### src/rtl/ifetch.sv
// Instruction-fetch stage: owns the PC, issues word reads to instruction memory
// and queues returned words in order for the IF/ID latch.
module ifetch #(
  parameter logic [31:0] RESET_PC = 32'h0000_0000,
  parameter int          QDEPTH   = 2,
  parameter logic [31:0] NOP      = 32'h0000_0000
) (
  input  logic        clk,
  input  logic        rst,
  input  logic        stall,
  input  logic        redirect,
  input  logic [31:0] redirect_pc,
  output logic        imem_req,
  output logic [31:0] imem_addr,
  input  logic        imem_gnt,
  input  logic        imem_rvalid,
  input  logic [31:0] imem_rdata,
  output logic [31:0] inscode,
  output logic        insvalid,
  output logic [31:0] pc_out
);

  localparam int PW = (QDEPTH > 1) ? $clog2(QDEPTH) : 1;
  localparam int CW = $clog2(QDEPTH + 1);
  localparam logic [CW:0]   QD_FULL = (CW + 1)'(QDEPTH);
  localparam logic [CW-1:0] C_ONE   = {{(CW - 1){1'b0}}, 1'b1};
  localparam logic [PW-1:0] P_ONE   = {{(PW - 1){1'b0}}, 1'b1};

  logic [31:0]   r_pc;
  logic [CW-1:0] r_count;
  logic [CW-1:0] r_outstanding;
  logic [CW-1:0] r_drop;
  logic [31:0]   r_last_pc;

  logic [PW-1:0] r_q_head;
  logic [PW-1:0] r_q_tail;
  logic [31:0]   r_q_data [QDEPTH];
  logic [31:0]   r_q_addr [QDEPTH];

  // Addresses of granted requests, popped as their responses come back.
  logic [PW-1:0] r_af_head;
  logic [PW-1:0] r_af_tail;
  logic [31:0]   r_af_addr [QDEPTH];

  logic [CW:0]   w_inflight;
  logic          w_credit;
  logic          w_grant;
  logic          w_resp;
  logic          w_discard;
  logic          w_push;
  logic          w_pop;
  logic [CW-1:0] w_out_next;
  logic [CW-1:0] w_count_next;

  assign w_inflight = {1'b0, r_count} + {1'b0, r_outstanding};
  assign w_credit   = (w_inflight < QD_FULL);

  assign imem_req  = !rst && !redirect && w_credit;
  assign imem_addr = r_pc;

  assign w_grant   = imem_req && imem_gnt;
  // A response with nothing outstanding cannot be matched to an address.
  assign w_resp    = imem_rvalid && (r_outstanding != '0);
  assign w_discard = w_resp && (r_drop != '0);
  assign w_push    = w_resp && (r_drop == '0) && !redirect;
  assign w_pop     = (r_count != '0) && !stall && !redirect;

  assign insvalid = (r_count != '0);
  assign inscode  = insvalid ? r_q_data[r_q_head] : NOP;
  assign pc_out   = insvalid ? r_q_addr[r_q_head] : r_last_pc;

  always_comb begin
    w_out_next = r_outstanding;
    if (w_grant && !w_resp) begin
      w_out_next = r_outstanding + C_ONE;
    end else if (!w_grant && w_resp) begin
      w_out_next = r_outstanding - C_ONE;
    end
  end

  always_comb begin
    w_count_next = r_count;
    if (redirect) begin
      w_count_next = '0;
    end else if (w_push && !w_pop) begin
      w_count_next = r_count + C_ONE;
    end else if (!w_push && w_pop) begin
      w_count_next = r_count - C_ONE;
    end
  end

  always_ff @(posedge clk) begin
    if (rst) begin
      r_pc          <= RESET_PC;
      r_count       <= '0;
      r_outstanding <= '0;
      r_drop        <= '0;
      r_last_pc     <= '0;
      r_q_head      <= '0;
      r_q_tail      <= '0;
      r_af_head     <= '0;
      r_af_tail     <= '0;
    end else begin
      r_outstanding <= w_out_next;
      r_count       <= w_count_next;
      if (insvalid) begin
        r_last_pc <= r_q_addr[r_q_head];
      end
      if (w_grant) begin
        r_af_tail <= r_af_tail + P_ONE;
      end
      if (w_resp) begin
        r_af_head <= r_af_head + P_ONE;
      end
      if (redirect) begin
        // Everything still outstanding after this edge belongs to the old path.
        r_pc     <= {redirect_pc[31:2], 2'b00};
        r_drop   <= w_out_next;
        r_q_head <= '0;
        r_q_tail <= '0;
      end else begin
        if (w_grant) begin
          r_pc <= r_pc + 32'd4;
        end
        if (w_discard) begin
          r_drop <= r_drop - C_ONE;
        end
        if (w_push) begin
          r_q_tail <= r_q_tail + P_ONE;
        end
        if (w_pop) begin
          r_q_head <= r_q_head + P_ONE;
        end
      end
    end
  end

  // Storage arrays carry no reset; validity is tracked by the pointers and counts.
  always_ff @(posedge clk) begin
    if (w_grant) begin
      r_af_addr[r_af_tail] <= r_pc;
    end
    if (w_push) begin
      r_q_data[r_q_tail] <= imem_rdata;
      r_q_addr[r_q_tail] <= r_af_addr[r_af_head];
    end
  end

  a_resp_tracked: assert property (@(posedge clk) disable iff (rst)
    imem_rvalid |-> (r_outstanding != '0));

  a_credit_bound: assert property (@(posedge clk) disable iff (rst)
    w_inflight <= QD_FULL);

endmodule

### config.mk
export PLATFORM = sky130hd
export DESIGN_NAME = ifetch
export DESIGN_NICKNAME = d
export VERILOG_FILES = /design/src/rtl/ifetch.sv
export SDC_FILE = /design/constraint.sdc
export NUM_CORES = 1
export LEC_CHECK = 0
export BUFFER_PORTS_ARGS = -buffer_cell sky130_fd_sc_hd__buf_4
export CAP_MARGIN = 25
export CORE_AREA = 5 5 177 179
export CTS_BUF_LIST = sky130_fd_sc_hd__clkbuf_8 sky130_fd_sc_hd__clkbuf_16
export CTS_CLUSTER_DIAMETER = 40
export DETAILED_ROUTE_END_ITERATION = 7
export DIE_AREA = 0 0 182 184
export PLACE_DENSITY_LB_ADDON = 0.3
export SETUP_SLACK_MARGIN = 0.1
export SLEW_MARGIN = 20
export SYNTH_ARGS = -nofsm -noshare
export SYNTH_HDL_FRONTEND = slang
export SYNTH_SLANG_ARGS = --single-unit
### constraint.sdc
create_clock -name clk -period 8.7 [get_ports clk]
set_input_delay 1.305 -clock clk [delete_from_list [all_inputs] [get_ports clk]]
set_output_delay 1.305 -clock clk [all_outputs]
set_load 0.005 [all_outputs]
======== Word level (Yosys, flattened, before mapping) ========
Memories as Yosys holds them, arrays and structs flattened. A register that Yosys moved wholly into a read port is not among the register bits.
Cells that the tools add are included.
storage, ports and cells
  register bits after elaboration ......... 74
  RAM bits ................................ 192
  input port bits ......................... 70
  output and inout port bits .............. 98
  word-level logic and storage cells ...... 73
  memories ................................ 3
cells by class
  add/sub/neg operators ................... 11
  $lt $le $gt $ge ......................... 1
  muxes and demuxes ....................... 20
  reductions and logical operators ........ 28
memory list
  memory     words  width  read ports  clocked after Yosys merged registers in  write ports  line  RTL
  r_af_addr  2      32     1           1                                        1            43    logic [31:0] r_af_addr [QDEPTH];
  r_q_addr   2      32     1           1                                        1            38    logic [31:0] r_q_addr [QDEPTH];
  r_q_data   2      32     1           1                                        1            37    logic [31:0] r_q_data [QDEPTH];
operators with widths
  kind                     count
  $mux W32                 4
  $add A32 B3 Y32 const B  1
  $logic_and A1 B1 Y1      13
  $mux W2                  6
  $reduce_bool A2 Y1       6
  $mux W1                  10
  $logic_not A1 Y1         7
  $sub A2 B1 Y2 const B    3
  $add A1 B1 Y1 const B    4
  $add A2 B1 Y2 const B    2
  $add A2 B2 Y3            1
  $lt A3 B2 Y1 const B     1
  $logic_not A2 Y1         1
  $reduce_or A2 Y1         1

======== Longest topological paths before layout ========
  word-level depth ........................ 9
  mapped depth ............................ 9
  gate-level depth less buffers ........... 8

======== Worst setup path before layout ========
Ideal clock, no wire load.
  path type ............................... input -> register
  start ................................... input port imem_rvalid
  end ..................................... memory r_q_addr[0][10], enable pin
  setup time .............................. 0.490 ns
  data arrival time ....................... 4.743 ns
  required time ........................... 8.210 ns
  path slack .............................. 3.467 ns
  stages .................................. 4
  buffers on the path ..................... 1
  cell sequence ........................... nand2b_1 -> clkbuf_1 -> nor3b_1 -> nor2b_1
on the way
  longest elaborated chain between the ends .. 5
RTL lines
  element                           line  RTL
  start: declaration                16    input logic imem_rvalid,
  $logic_and A1 B1 Y1               63    assign w_resp = imem_rvalid && (r_outstanding != '0);
  $logic_and A1 B1 Y1 (2 in a row)  65    assign w_push = w_resp && (r_drop == '0) && !redirect;
  named net w_push                  50    logic w_push;
  $mux W1                           143   if (w_push) begin
  $mux W1 (not written as such)     145   r_q_addr[r_q_tail] <= r_af_addr[r_af_head];
  end: declaration                  38
The timed path passes the listed nets, and every way through them passes these cells.

==> metrics.cfg <==
[outcome]
status = finished clean

[clock_network]
cts_resized = 0
ctsHoldBuffers = 0
post_cts_buffers = 0
clkTransAtPathRegs_ns = 0.05
cts_buffer_depth = 3
cts_buffers = 40
htree_levels = 2
clock_sinks = 258
clock-root-buffer = clkbuf_16
cts_tree = built
insertion_delay_ns = 0.52

[die]
die_y_um = 184
ios = 168
die_w_um = 182
start_util = 0.347
dieArea_um2 = 33500
row_count = 63
core_area_um2 = 29400

[timing]
slew_violations = 0
setup_viol = 0
hold_violations = 0
skew_ns = 0.0130
rsz0062_at_grt = no
whs_ns = 0.482
max_freq_mhz = 258
relSlewSlack = 0.337
worst_slew_pin_slew_ns = 0.995
setup_tns_ns = 0
period_share = 0.445
fin_crit_ns = 3.87

[global_routing]
grt.busiest_layer = met2
gr-usage-met3 = 0.0332
grt_use_met2 = 0.205
overflow = 0
use_met1 = 0.182
first_global_vias = 6417
antenna_found_initial = 0
grt_use_total = 0.133
grt_pass1_wl_mm = 35.6
grt_max_degree = 101

[setup_path]
end_kind = output port
required_ns = 7.39
r2r_cells = 6
path_class = flip-flop to output port
crit_fanout = 32
crit_arrival_ns = 2.57
startpoint_type = flip-flop

[logic_synthesis]
avgSynthCellArea_um2 = 13.5
synth_flop_cell = edfxtp_1
ys_types = 42
synth_top_area_cell = edfxtp_1
yosys.area.top_type_share = 0.542
synthArstFlopShare = 0
yosysMostFrequentCell = edfxtp_1
yosys_warnings = 0
ys_seq_area_frac = 0.688
synth_edf_count = 184
syn_inst = 756
synth-seq-cells = 258
synth_area_um2 = 10200
synthTopCellsByArea = edfxtp_1 (54%), dfxtp_1 (15%), mux2i_1 (6.3%)
synth_commonest_cells = edfxtp_1 (184), dfxtp_1 (74), mux2i_1 (64)

[pwr]
p_leak_nw = 4.74
vdd_drop_max_mv = 0.144
p_per_area_nw_per_um2 = 258

[cells_and_area]
fin_cells = 1348
final_util = 0.448
drive_gt1_frac = 0.296
diodes = 0
fillers = 2676
area_growth_pct = 29.3
finalNetCount = 1001

[hold_path]
whs_path_depth = 1
worstHoldPathType = flip-flop to flip-flop

[job]
cap_viol_max_count = 0

[place]
numPortBuffers = 163
gp_congestion = 0.778
place_inst = 1274
hpwl_mm = 14.5

[drt]
route.detailed.drc = 0
drtPass1Iterations = 4
drt_iter0_drc = 450
antenna_left = 0
viasPerCell = 4.82
wl_per_cell_um = 17.1
routed_wl_mm = 23.0
vias = 6493

## sequential cells by signal (all words and copies together) (netlist names), 2 cells and up, named ones only
| register | flops |
|---|---|
| r_drop | 2 |
| r_q_addr | 60 |
| r_last_pc | 32 |
| r_outstanding | 2 |
| r_af_addr | 60 |
| imem_addr | 30 |
| r_count | 2 |
| r_q_data | 64 |
## per-stage QoR
stage                     instance area (um^2)  total power (W)  setup slack (ns)
after detailed placement                 11800          0.00183              4.58
after floorplan                          10200          0.00168              3.47
final                                    13200          0.00339              4.83
after global routing                     13200          0.00354              4.60
after global placement                   11800          0.00182              4.64
after CTS                                13200          0.00344              4.67
## cells in the final DEF, fill, tap and decap left out, types with 33 or more instances in the layout
cell type  Yosys  final
nand2_1       60     60
mux2i_1       64     64
edfxtp_1     184    184
and2_1        42     41
dfxtp_1       74     72
nor2_1        63     60
mux2_2        33     33
o21ai_0       42     42
clkbuf_16      0     40
buf_4          4    170
## path summary, 6_finish.rpt
path | startpoint | endpoint | slack (ns)
max | flip-flop | pc_out[2] | 4.83
min | r_last_pc[1]$_SDFF_PP0_ | r_last_pc[1]$_SDFF_PP0_ | 0.48
max reg2reg | r_count[0]$_SDFFE_PP0P_ | r_af_addr[0][12]$_DFFE_PP_ | 5.17
min reg2reg | r_last_pc[1]$_SDFF_PP0_ | r_last_pc[1]$_SDFF_PP0_ | 0.48
## power breakdown
| part | internal (W) | leakage (nW) | switching (W) |
|---|---|---|---|
| combinational | 0.000163 | 1.77 | 0.000166 |
| sequential | 0.00141 | 2.28 | 0.0000600 |
| clock | 0.00101 | 0.688 | 0.000586 |
## routing by layer
layer / vias to the layer above / share of wire
li1: 3133 / -
met3: 47 / 0.072
met4: 0 / 0.033
met2: 212 / 0.44
met5: - / 0
met1: 3101 / 0.45
## critical path: stages, from the launching register on
cell and delay, ns:
dfxtp_4 0.72, buf_4 0.61, mux2i_1 0.15, o21ai_0 0.37
buf_4 0.19
## layout make-up
type | instances | area (um^2) | share of cell area
Clock buffer | 43 | 1040 | 0.0791
Sequential cell | 258 | 7010 | 0.532
Multi-Input combinational cell | 445 | 2960 | 0.225
Timing Repair Buffer | 170 | 1280 | 0.0969
Inverter | 11 | 41.3 | 0.00314
Clock inverter | 31 | 347 | 0.0263
Tap cell | 390 | 488 | 0.0371
## cell families after synthesis
kind of cell               synth area share
and+or+nand+nor                       0.111
AOI/OAI and AO/OA                    0.0566
buffers and inverters                0.0239
other                              0.000368
DFF                                   0.688
muxes                                0.0993
xor gates and xnor gates             0.0146
adders and majority gates           0.00688
Power figures use the tool's default switching activity.
